## src/rtl/ifetch_queue_if.sv

```systemverilog
// Fetch-stage bus: instruction-memory request/response, execute redirect, microcode hold
// and the decode-side valid/ready stream.
interface ifetch_queue_if #(
  parameter int ADDR_W = 32,
  parameter int INST_W = 32,
  parameter int DEPTH  = 4
);
  logic                    imem_req;
  logic [ADDR_W-1:0]       imem_addr;
  logic [INST_W-1:0]       imem_data;
  logic                    redirect_valid;
  logic [ADDR_W-1:0]       redirect_pc;
  logic                    ucode_hold;
  logic                    out_valid;
  logic                    out_ready;
  logic [INST_W-1:0]       out_inst;
  logic [ADDR_W-1:0]       out_pc;
  logic [$clog2(DEPTH):0]  fifo_count;

  modport master (
    output imem_req, imem_addr, out_valid, out_inst, out_pc, fifo_count,
    input  imem_data, redirect_valid, redirect_pc, ucode_hold, out_ready
  );

  modport slave (
    input  imem_req, imem_addr, out_valid, out_inst, out_pc, fifo_count,
    output imem_data, redirect_valid, redirect_pc, ucode_hold, out_ready
  );
endinterface

```

## src/rtl/ifetch_queue.sv

```systemverilog
// Instruction fetch stage: DEPTH-entry prefetch FIFO, local B pre-decode, execute redirects.
// Optional: define IFETCH_NOP_SQUASH_EN to drop NOP responses before they enter the FIFO.
module ifetch_queue #(
  parameter int              ADDR_W     = 32,
  parameter int              INST_W     = 32,
  parameter int              DEPTH      = 4,
  parameter logic [ADDR_W-1:0] RESET_PC = '0,
  parameter logic [6:0]      B_OPCODE   = 7'b1100000,
  parameter logic [6:0]      NOP_OPCODE = 7'b1100100
) (
  input  logic            clk,
  input  logic            rst,
  ifetch_queue_if.master  bus
);
  localparam int PTR_W = $clog2(DEPTH);
  localparam int CNT_W = PTR_W + 1;
  localparam logic [CNT_W:0] DEPTH_C = (CNT_W+1)'(DEPTH);

`ifdef IFETCH_NOP_SQUASH_EN
  localparam bit SQUASH_EN = 1'b1;
`else
  localparam bit SQUASH_EN = 1'b0;
`endif

  typedef enum logic [1:0] {IDLE = 2'd0, RUN = 2'd1, HOLD = 2'd2} state_t;

  state_t            state, state_next;
  logic [ADDR_W-1:0] fetch_pc, resp_pc, b_target;
  logic              pending;
  logic [INST_W-1:0] inst_mem [DEPTH];
  logic [ADDR_W-1:0] pc_mem   [DEPTH];
  logic [PTR_W-1:0]  wr_ptr, rd_ptr;
  logic [CNT_W-1:0]  count;
  logic [CNT_W:0]    credit_used;
  logic              redirect, b_detect, is_nop, enq, deq, req, out_valid;

  // Redirects are ignored in the single post-reset IDLE cycle.
  assign redirect    = bus.redirect_valid && (state != IDLE);
  assign b_detect    = pending && (bus.imem_data[31:25] == B_OPCODE) && !redirect;
  assign is_nop      = bus.imem_data[31:25] == NOP_OPCODE;
  assign enq         = pending && !redirect && !(SQUASH_EN && is_nop);
  assign out_valid   = (count != '0) && (state != HOLD);
  assign deq         = out_valid && bus.out_ready;
  assign credit_used = {1'b0, count} + {{CNT_W{1'b0}}, pending};
  assign b_target    = resp_pc + {{(ADDR_W-16){bus.imem_data[15]}}, bus.imem_data[15:0]};

  always_comb begin
    // NOTE: every signal written here gets a default first, so no latch is inferred.
    state_next = state;
    req        = 1'b0;
    unique case (state)
      IDLE: state_next = RUN;
      RUN: begin
        if (bus.ucode_hold) state_next = HOLD;
        req = !redirect && !b_detect && !bus.ucode_hold && (credit_used < DEPTH_C);
      end
      HOLD: if (!bus.ucode_hold) state_next = RUN;
      default: state_next = IDLE;
    endcase
  end

  always_ff @(posedge clk) begin
    // NOTE: registers use non-blocking assignments so each one samples pre-edge values.
    if (rst) state <= IDLE;
    else     state <= state_next;
  end

  always_ff @(posedge clk) begin
    if (rst) begin
      fetch_pc <= RESET_PC;
      resp_pc  <= RESET_PC;
      pending  <= 1'b0;
      wr_ptr   <= '0;
      rd_ptr   <= '0;
      count    <= '0;
    end else begin
      pending <= req;
      if (req) resp_pc <= fetch_pc;

      if (redirect)      fetch_pc <= bus.redirect_pc;
      else if (b_detect) fetch_pc <= b_target;
      else if (req)      fetch_pc <= fetch_pc + ADDR_W'(4);

      // A redirect flushes; a same-cycle dequeue has already been taken by decode.
      if (redirect) begin
        wr_ptr <= '0;
        rd_ptr <= '0;
        count  <= '0;
      end else begin
        if (enq) wr_ptr <= wr_ptr + PTR_W'(1);
        if (deq) rd_ptr <= rd_ptr + PTR_W'(1);
        count <= count + CNT_W'(enq) - CNT_W'(deq);
      end
    end
  end

  // NOTE: entry storage has no reset; count and pointers alone decide which entries are live.
  always_ff @(posedge clk) begin
    if (enq) begin
      inst_mem[wr_ptr] <= bus.imem_data;
      pc_mem[wr_ptr]   <= resp_pc;
    end
  end

  assign bus.imem_req   = req;
  assign bus.imem_addr  = fetch_pc;
  assign bus.out_valid  = out_valid;
  assign bus.out_inst   = inst_mem[rd_ptr];
  assign bus.out_pc     = pc_mem[rd_ptr];
  assign bus.fifo_count = count;
endmodule

```

## src/flat_wrapper.sv

```systemverilog
// flat-port wrapper written by rule: the top's interface ports become plain ports
module ifetch_queue_flat 
#(
  parameter int              ADDR_W     = 32,
  parameter int              INST_W     = 32,
  parameter int              DEPTH      = 4,
  parameter logic [ADDR_W-1:0] RESET_PC = '0,
  parameter logic [6:0]      B_OPCODE   = 7'b1100000,
  parameter logic [6:0]      NOP_OPCODE = 7'b1100100
)
  (clk, rst, bus_imem_req, bus_imem_addr, bus_out_valid, bus_out_inst, bus_out_pc, bus_fifo_count, bus_imem_data, bus_redirect_valid, bus_redirect_pc, bus_ucode_hold, bus_out_ready);
  ifetch_queue_if #(.ADDR_W(ADDR_W), .INST_W(INST_W), .DEPTH(DEPTH)) bus_i ();
  input  logic clk;
  input  logic rst;
  output wire logic [$bits(bus_i.imem_req)-1:0] bus_imem_req;
  output wire logic [$bits(bus_i.imem_addr)-1:0] bus_imem_addr;
  output wire logic [$bits(bus_i.out_valid)-1:0] bus_out_valid;
  output wire logic [$bits(bus_i.out_inst)-1:0] bus_out_inst;
  output wire logic [$bits(bus_i.out_pc)-1:0] bus_out_pc;
  output wire logic [$bits(bus_i.fifo_count)-1:0] bus_fifo_count;
  input wire logic [$bits(bus_i.imem_data)-1:0] bus_imem_data;
  input wire logic [$bits(bus_i.redirect_valid)-1:0] bus_redirect_valid;
  input wire logic [$bits(bus_i.redirect_pc)-1:0] bus_redirect_pc;
  input wire logic [$bits(bus_i.ucode_hold)-1:0] bus_ucode_hold;
  input wire logic [$bits(bus_i.out_ready)-1:0] bus_out_ready;
  assign bus_imem_req = bus_i.imem_req;
  assign bus_imem_addr = bus_i.imem_addr;
  assign bus_out_valid = bus_i.out_valid;
  assign bus_out_inst = bus_i.out_inst;
  assign bus_out_pc = bus_i.out_pc;
  assign bus_fifo_count = bus_i.fifo_count;
  assign bus_i.imem_data = bus_imem_data;
  assign bus_i.redirect_valid = bus_redirect_valid;
  assign bus_i.redirect_pc = bus_redirect_pc;
  assign bus_i.ucode_hold = bus_ucode_hold;
  assign bus_i.out_ready = bus_out_ready;
  ifetch_queue #(.ADDR_W(ADDR_W), .INST_W(INST_W), .DEPTH(DEPTH), .RESET_PC(RESET_PC), .B_OPCODE(B_OPCODE), .NOP_OPCODE(NOP_OPCODE)) u_core (.clk(clk), .rst(rst), .bus(bus_i));
endmodule
```

## config.mk

```make
export PLATFORM = sky130hd
export DESIGN_NAME = ifetch_queue_flat
export DESIGN_NICKNAME = d
export VERILOG_FILES = /design/src/rtl/ifetch_queue_if.sv /design/src/rtl/ifetch_queue.sv /design/src/flat_wrapper.sv
export SDC_FILE = /design/constraint.sdc
export NUM_CORES = 1
export LEC_CHECK = 0
export CORE_ASPECT_RATIO = 0.6
export CORE_UTILIZATION = 30
export CTS_CLUSTER_DIAMETER = 200
export DETAILED_ROUTE_END_ITERATION = 8
export GPL_ROUTABILITY_DRIVEN = 0
export SKIP_LAST_GASP = 1
export SYNTH_ARGS = -nofsm -noshare
export SYNTH_HDL_FRONTEND = slang
export SYNTH_SLANG_ARGS = --single-unit
```

## constraint.sdc

```tcl
create_clock -name clk -period 4.4 [get_ports clk]
set_input_delay 1.32 -clock clk [delete_from_list [all_inputs] [get_ports clk]]
set_output_delay 1.32 -clock clk [all_outputs]
set_load 0.02 [all_outputs]
```

==> flow_summary_export.csv <==
group,metric,value,unit
layout,final_area,18460,sq um
global_routing,grt_overflow_total,0,
layout,diodes,0,
drt,drt_iter0_markers,953,
die,core.rowCount,61,
clocking,cts_tree,"built",
synth,syn-instance-count,1048,
global_routing,grt_pass1_vias,9487,
synth,ys_ff_latch,332,
worst_setup_path,critPathMaxFanout,2,
power_and_ir_drop,leakage,6.307,nW
synth,synth_cell_types,59,
synth,syn_area_per_cell,13.84,sq um
synth,synth.most_common_cell,"edfxtp_1",
sta,drv_slew,0,
layout,fin_util,39.27,%
sta,setup_viol,0,
global_routing,grt_util_all_layers,16.52,%
sta,layout_min_cycle_time,4.302,ns
synth,ys.flop_type,"edfxtp_1",
sta,min_period_over_period,97.78,%
synth,ys_seq_area_share,63.48,%
drt,drt.antenna.violating_nets,0,
drt,finalWirelength,40.26,mm
clocking,cts_buffers,35,
die,floorplan.initialDensity,30.85,%
synth,ys_top_cells_by_count,"edfxtp_1, nand2_1, dfxtp_1",
layout,fin_nets,1360,
global_routing,grt_max_degree,43,
worst_setup_path,path_class,"in -> out",
worst_setup_path,crit_path_end_kind,"output pin",
layout,area_growth,27.28,%
placed_design,io_buffers,169,
run,drv_cap,0,
die,core_area,47020,sq um
synth,synth_edf_count,256,
worst_hold_path,hold_path_class,"reg -> reg",
clocking,cts_root_buffer,"clkbuf_16",
sta,max_freq,232.4,MHz
clocking,clk-insertion-delay-late,0.53,ns
sta,finalHoldViolCount,0,
clocking,cts.path.max_buffers,3,
global_routing,antenna_found_initial,1,
sta,slew_headroom,59.08,%
synth,synth_area,14510,sq um
run_status,status,"finished clean",
placed_design,placed_cell_area,17320,sq um
worst_setup_path,cp.arrival,2.98,ns
synth,yosys-top-cells-area,"edfxtp_1, dfxtp_1, mux4_2",
clocking,htree_levels,2,
synth,synth.net_count,1158,
drt,num_vias,9512,
die,die_width,285.9,microns
clocking,hold_buffers,0,
placed_design,dpl.hpwl,27.94,mm
die,fp.dieArea,49270,sq um
drt,first_pass_iters,5,
synth,synth_top_area_cell,"edfxtp_1",
worst_setup_path,start_kind,"input port",
global_routing,grt_pass1_wl,60.46,mm
worst_setup_path,required,3.08,ns
sta,skew,0.02728,ns
drt,wire_per_inst,21.12,microns
clocking,cts.sinks,332,
synth,yosysTopAreaCellShare,52.99,%
synth,ys_warn_count,0,
drt,drt-vias-per-instance,4.991,
die,die_y,172.3,microns
die,ioPinCount,170,
sta,tightest_slew,0.6129,ns
clocking,cts.clk_slew.worst_paths,0.07,ns
drt,drc_errors,0,
power_and_ir_drop,powerDensity,418.9,nW/um^2
synth,async_flop_share,0,%
sta,rsz0062_at_grt,"false",
layout,drive_above_1_share,13.95,%
power_and_ir_drop,irDropWorstVdd,0.0002178,V
==> power breakdown <==
group | switching, mW | leakage (nW) | total (mW) | internal (mW)
Clock | 1.22 | 0.548 | 2.90 | 1.68
Combinational | 0.641 | 2.72 | 1.28 | 0.636
Sequential | 0.123 | 3.04 | 3.55 | 3.43
==> worst max-delay path, stage by stage <==
cell,delay (ns)
clkdlybuf4s50_1,0.50
nor4bb_4,0.32
buf_4,0.18
and2_4,0.16
nor2_1,0.05
nand2_1,0.10
inv_1,0.06
clkdlybuf4s15_1,0.30
==> cell families (layout without fill, tap and decap cells) <==
kind of cell,count (synthesis),after routing,share of synthesized area [%]
DFF,332,332,63.48
and+or+nand+nor,296,296,9.341
AOI/OAI and AO/OA,188,188,8.203
buffers and inverters,69,297,1.854
muxes,68,68,10.22
xor gates and xnor gates,54,54,3.260
adders and majority gates,41,41,3.640
==> area by class of cell <==
class / instances / area [sq um]
Tap cell: 630 / 788.3
Sequential cell: 332 / 9216
Clock buffer: 53 / 1027
Timing Repair Buffer: 215 / 2191
Multi-Input combinational cell: 647 / 5085
Clock inverter: 10 / 85.08
Fill cell: 4471 / 28550
Inverter: 19 / 71.32
==> cells in the final DEF, fill, tap and decap left out, types with 5 or more instances in the layout <==
cell and count:
o21ai_0 31, and3_1 10, ha_1 39, clkbuf_16 38, inv_1 19, nor4_1 5, o211ai_1 9, edfxtp_1 256
clkinv_2 5, nand3_1 19, clkbuf_1 13, nand2_1 124, nand2b_1 10, nor2_1 75, a211oi_1 12, clkdlybuf4s50_1 164
xor2_1 24, a21o_1 9, o22ai_1 5, buf_4 33, o221ai_1 5, nor3_1 12, xnor2_1 30, dfxtp_1 74
nand4_1 12, a311oi_1 6, buf_12 13, mux4_2 64, nand3b_1 5, a21oi_1 72
==> per-layer routing <==
metal / share of wire (%) / global-route usage, % / vias to the layer above
met2: 44 / 25.09 / 313
met4: 1.9 / 3.953 / 0
li1: - / - / 4416
met3: 6.4 / 3.311 / 53
met5: 0 / 0 / -
met1: 48 / 24.13 / 4730
==> final timing paths <==
check,startpoint,endpoint,slack (ns),cells past startpoint
hold / removal,u_core.bus.imem_addr[0],u_core.resp_pc[0],0.46,2
setup reg to reg,u_core.resp_pc[1],u_core.bus.imem_addr[30],1.28,11
hold reg to reg,u_core.bus.imem_addr[0],u_core.resp_pc[0],0.46,2
setup / recovery,bus_imem_data[31],bus_imem_req,0.1,8
==> sequential cells by signal (all words and copies together) (netlist names), named ones only <==
register               cells
u_core.pending             1
u_core.inst_mem          128
u_core.resp_pc            32
u_core.state               2
u_core.rd_ptr              2
u_core.pc_mem            128
u_core.bus.imem_addr      32
u_core.bus.fifo_count      3
u_core.wr_ptr              2
==> metrics by stage <==
step                      setup WS (ns)  power (mW)  setup TNS (ns)  hold slack [ns]  cells
after global placement          -0.4559       4.904         -0.4559           0.4660   1843
after CTS                       0.01691       7.836               0           0.4638   1906
after floorplan                  0.5481       4.295               0           0.4790   1048
final                           0.09773       7.734               0           0.4572   1906
after detailed placement        -0.4248       4.914         -0.4248           0.4707   1843
after global routing           0.007541       8.035               0           0.4831   1906
==> what timing repair did <==
action	CTS	global route
resized for setup	8	2
setup buffers	0	0
pin swaps	1	0
endpoints found under the setup margin	1	1
No activity file was read; power rests on OpenSTA's default activity.
==> RTL change 1, RTL diff (same settings) <==
`ADDR_W` is set to 32 in 3 places; all go to 36.
--- a/src/rtl/ifetch_queue_if.sv
+++ b/src/rtl/ifetch_queue_if.sv
@@ -1,7 +1,7 @@
 // Fetch-stage bus: instruction-memory request/response, execute redirect, microcode hold
 // and the decode-side valid/ready stream.
 interface ifetch_queue_if #(
-  parameter int ADDR_W = 32,
+  parameter int ADDR_W = 36,
   parameter int INST_W = 32,
   parameter int DEPTH  = 4
 );
--- a/src/rtl/ifetch_queue.sv
+++ b/src/rtl/ifetch_queue.sv
@@ -1,7 +1,7 @@
 // Instruction fetch stage: DEPTH-entry prefetch FIFO, local B pre-decode, execute redirects.
 // Optional: define IFETCH_NOP_SQUASH_EN to drop NOP responses before they enter the FIFO.
 module ifetch_queue #(
-  parameter int              ADDR_W     = 32,
+  parameter int              ADDR_W     = 36,
   parameter int              INST_W     = 32,
   parameter int              DEPTH      = 4,
   parameter logic [ADDR_W-1:0] RESET_PC = '0,
--- a/src/flat_wrapper.sv
+++ b/src/flat_wrapper.sv
@@ -1,7 +1,7 @@
 // flat-port wrapper written by rule: the top's interface ports become plain ports
 module ifetch_queue_flat 
 #(
-  parameter int              ADDR_W     = 32,
+  parameter int              ADDR_W     = 36,
   parameter int              INST_W     = 32,
   parameter int              DEPTH      = 4,
   parameter logic [ADDR_W-1:0] RESET_PC = '0,
Ports: changed (resized bus_imem_addr, bus_out_pc and bus_redirect_pc); port bits go from 170 to 182. The function was not compared with the original's and may differ.
==> RTL change 1 against the unedited design <==
- final area is 9.8% higher
- total power is 8.1% higher
- critical endpoint unchanged
- critical path type unchanged
- synthesized area is 11% higher
- sequential cell count is 24 higher
- wire length is 16% higher
- die area is 11% higher
- setup slack better by 0.0093 ns
- count of clock-buffer cells in the layout is 8 lower
==> RTL change 1: results <==
group,metric,value,unit
final_layout,clockBufferCount,45,
sta,tightest_slew,0.675,ns
critical_path,rr_endpoint,"u_core.bus.imem_addr[35]",
synth,synth_xor_area_share,2.29,%
synth,synth.area.mux_share,9.85,%
sta,fin_skew,0.0220,ns
sta,holdWs,0.480,ns
clocking,cts-resized-gates,3,
power_and_ir_drop,clock_power_share,39.0,%
final_layout,clock_area_share,6.18,%
clocking,cts_buffers,36,
synth,ys_ff_latch,356,
critical_path,worstRegToRegCells,10,
final_layout,reg_top3,"u_core.pc_mem (144), u_core.inst_mem (128)",
final_layout,n_fill_cell,5017,
global_routing,grt_util_met3,3.34,%
critical_path,rrSetupSlack,1.51,ns
global_routing,grt_max_degree,50,
placement,io_buffers,181,
critical_path,rr_startpoint,"u_core.pending",
synth,synth_fp_nets,1313,
global_routing,grt_usage,17.0,%
power_and_ir_drop,seq_power,3.77,mW
global_routing,grt_use_met1,25.4,%
power_and_ir_drop,ir_worst_vdd,208,uV
synth,synthTopCellsByCount,"272 x edfxtp_1, 138 x nand2_1, 109 x a21oi_1, 84 x dfxtp_1, 76 x nor2_1",
placement,dp_hpwl,31.9,mm
synth,synth.area.top_cells,"edfxtp_1 51%, dfxtp_1 10%, mux4_2 9.5%",
drt,drtIter0Drc,983,
critical_path,worstPathArrival,2.97,ns
synth,synth_enable_flop_cells,272,
synth,synth_fa_ha_area_share,3.60,%
final_layout,n_all_buffers,228,
final_layout,nNetsFinal,1518,
final_layout,buf_share,11.4,%
synth,synth_seq_area_share,61.4,%
worst_hold_path,worstHoldStart,"u_core.bus.imem_addr[1]",
power_and_ir_drop,p_int,6.27,mW
global_routing,grt_antenna_before_repair,1,
global_routing,grt_pass1_vias,10600,
drt,viasPerCell,5.11,
worst_hold_path,whs_endpoint,"u_core.resp_pc[1]",
global_routing,grt_pass1_wl,69.0,mm
final_layout,multi_input_area,5920,um^2
final_layout,drive_gt1_share,15.0,%
final_layout,num-nonclk-inverters,15,
power_and_ir_drop,p_leak,6.96,nW
status,status,"finished, final reports clean",
drt,post_drt_wl_per_cell,21.9,um
synth,yosysUniqueCellTypes,79,
final_layout,sh_seq_area,48.6,%
critical_path,cp-startpoint,"bus_imem_data[30]",
synth,synth_compound_area_share,11.0,%
global_routing,met2_usage,25.2,%
final_layout,multi_input_cells,763,
critical_path,startpoint_type,"input pin",
## RTL change 1: changes by cell type after synthesis, moves of 8 or more
| cell | before | now |
|---|---|---|
| a21oi_1 | 72 | 109 |
| buf_2 | 7 | 23 |
| edfxtp_1 | 256 | 272 |
| nand2_1 | 124 | 138 |
| o21ai_1 | 3 | 14 |
| a21o_1 | 9 | 18 |
| dfxtp_1 | 76 | 84 |
| o21ai_0 | 31 | 39 |
## RTL change 1: per-layer routing
layer	share of wire, %	wire [um]
met3	6.4	2980
met1	48	22600
met4	1.6	747
met2	44	20400
met5	0.028	13
## RTL change 1: per-stage QoR
step | area [um^2] | setup WS (ns) | total power, mW | std cells | util [%]
floorplan | 16100 | 0.363 | 4.56 | 1195 | -
global placement | 19000 | -0.224 | 5.17 | 2065 | 36.1
detailed placement | 19000 | -0.232 | 5.19 | 2065 | 36.1
CTS | 20300 | 0.0232 | 8.49 | 2129 | 38.5
global route | 20300 | 0.0157 | 8.69 | 2129 | 38.5
finish | 20300 | 0.107 | 8.36 | 2129 | 38.5
==> RTL change 2, RTL diff (same flow settings) <==
Made on the original files. The 3 states of `state_t` get a one-hot encoding in 3 bits.
--- a/src/rtl/ifetch_queue.sv
+++ b/src/rtl/ifetch_queue.sv
@@ -22,7 +22,7 @@
   localparam bit SQUASH_EN = 1'b0;
 `endif
 
-  typedef enum logic [1:0] {IDLE = 2'd0, RUN = 2'd1, HOLD = 2'd2} state_t;
+  typedef enum logic [2:0] {IDLE = 3'b001, RUN = 3'b010, HOLD = 3'b100} state_t;
 
   state_t            state, state_next;
   logic [ADDR_W-1:0] fetch_pc, resp_pc, b_target;
Function: same outputs for any inputs over 4 cycles, from zero or initial values and one cycle with rst high; so few cycles prove little.
==> RTL change 2 against the unedited design <==
- setup slack gained 0.050 ns
- sequential cell count grew 1
- cell count grew 2.4%
- final area rose by 1.5%
- count of clock-buffer cells in the layout shrank 6
- total power decreased by 0.87%
- global-route usage up 0.65 points
- wire length up 8.6%
- sequential share of layout area is 0.62 points lower
- synthesized area up 2.7%
==> RTL change 2: results <==
group,metric,value,unit
status,status,"finished, final reports clean",
clocking,cts-resized-gates,1,
critical_path,worstPathArrival,2.93,ns
synth,synth.area.mux_share,10.2,%
final_layout,nNetsFinal,1395,
drt,drtIter0Drc,977,
synth,yosysUniqueCellTypes,74,
synth,synth_fp_nets,1196,
critical_path,cp_slowest_cell,"clkdlybuf4s50_1",
final_layout,drive_gt1_share,14.4,%
placement,placed_area,17600,um^2
final_layout,diodes,0,
critical_path,worstRegToRegCells,9,
drt,viasPerCell,5.20,
sta,tightest_slew,0.696,ns
clocking,path_clk_slew,0.06,ns
global_routing,grt_max_degree,65,
final_layout,reg_top3,"u_core.inst_mem (128), u_core.pc_mem (128)",
critical_path,rrSetupSlack,1.27,ns
worst_hold_path,hp-class,"reg2reg",
global_routing,grt_antenna_before_repair,0,
synth,synth_fa_ha_area_share,3.54,%
critical_path,cp-startpoint,"bus_ucode_hold",
synth,synth_xor_area_share,2.06,%
critical_path,cp_max_fo,3,
critical_path,rr_startpoint,"u_core.resp_pc[2]",
clocking,cts.htree.levels,2,
power_and_ir_drop,ir_worst_vdd,245,uV
synth,synthTopCellsByCount,"256 x edfxtp_1, 114 x nand2_1, 79 x a21oi_1, 77 x dfxtp_1, 64 x mux4_2",
critical_path,critPathTopFamily,"buffers and inverters",
synth,synth.area.top_cells,"edfxtp_1 52%, dfxtp_1 10%, mux4_2 9.7%",
synth,synth_seq_area_share,61.9,%
global_routing,grt_pass1_wl,64.4,mm
placement,dp_hpwl,30.0,mm
sta,fin_skew,0.0202,ns
critical_path,slowest_delay,0.43,ns
final_layout,n_fill_cell,4563,
clocking,clockRootBuffer,"clkbuf_16",
placement,io_buffers,169,
critical_path,rr_endpoint,"u_core.bus.imem_addr[29]",
drt,post_drt_wl_per_cell,22.4,um
global_routing,grt_usage,17.2,%
synth,synth_compound_area_share,10.6,%
global_routing,grt_pass1_vias,9848,
power_and_ir_drop,p_leak,6.38,nW
critical_path,crit_end,"bus_imem_req",
clocking,cts_buffers,35,
-- RTL change 2: logic make-up (layout without fill, tap and decap cells) --
kind of cell / count (synthesis) / count (layout)
adder cells (fa/ha/maj): 41 / 41
multiplexers: 71 / 71
XOR/XNOR: 35 / 35
AO/OA/AOI/OAI: 238 / 238
buffers and inverters: 76 / 302
flip-flops: 333 / 333
AND/OR/NAND/NOR: 292 / 292
-- RTL change 2: stage by stage --
step	cells	worst slack, ns	util [%]	setup TNS [ns]
4_1_cts	1952	0.116	38.7	0
6_report	1952	0.147	38.7	0
2_1_floorplan	1086	0.568	-	0
3_5_place_dp	1888	-0.129	36.4	-0.247
5_1_grt	1952	0.0289	38.7	0
3_3_place_gp	1888	-0.142	36.4	-0.186
-- RTL change 2: area by class of cell --
| type | instances | area share, % |
|---|---|---|
| clock inverters | 17 | 1.07 |
| flip-flops and latches | 333 | 49.3 |
| multi-input cells | 677 | 28.6 |
| repair buffers | 219 | 11.4 |
| clock buffers | 47 | 4.97 |
| inverters | 19 | 0.381 |
| well taps | 640 | 4.27 |
-- RTL change 2: how the worst min path moves through the flow --
stage	start	endpoint	cells past startpoint	slack (ns)
6_report	u_core.bus.imem_addr[0]	u_core.resp_pc[0]	2	0.49
5_1_grt	u_core.bus.imem_addr[31]	u_core.resp_pc[31]	2	0.51
4_1_cts	u_core.bus.imem_addr[0]	u_core.resp_pc[0]	2	0.49
3_5_place_dp	u_core.bus.imem_addr[0]	u_core.resp_pc[0]	2	0.48
3_3_place_gp	u_core.bus.imem_addr[0]	u_core.resp_pc[0]	2	0.47
2_1_floorplan	u_core.resp_pc[0]	u_core.resp_pc[0]	2	0.48
-- RTL change 2: power by group --
group	total, mW	internal, mW	leakage (nW)	switching [mW]
Combinational	1.17	0.566	2.65	0.599
Sequential	3.55	3.42	3.19	0.132
Clock	2.95	1.69	0.550	1.26
-- RTL change 2: worst min-delay path: stages (launching register included) --
cell and delay [ns]:
dfxtp_1 0.33, nand2_1 0.06, a21oi_1 0.05
-- RTL change 2: per-layer routing --
| metal | GRT usage (%) | wire length (um) | vias to the layer above |
|---|---|---|---|
| met5 | 0 | 0 | - |
| met2 | 25.6 | 19200 | 358 |
| met1 | 25.0 | 20200 | 5081 |
| met4 | 3.73 | 871 | 0 |
| met3 | 4.45 | 3450 | 51 |
| li1 | - | - | 4659 |
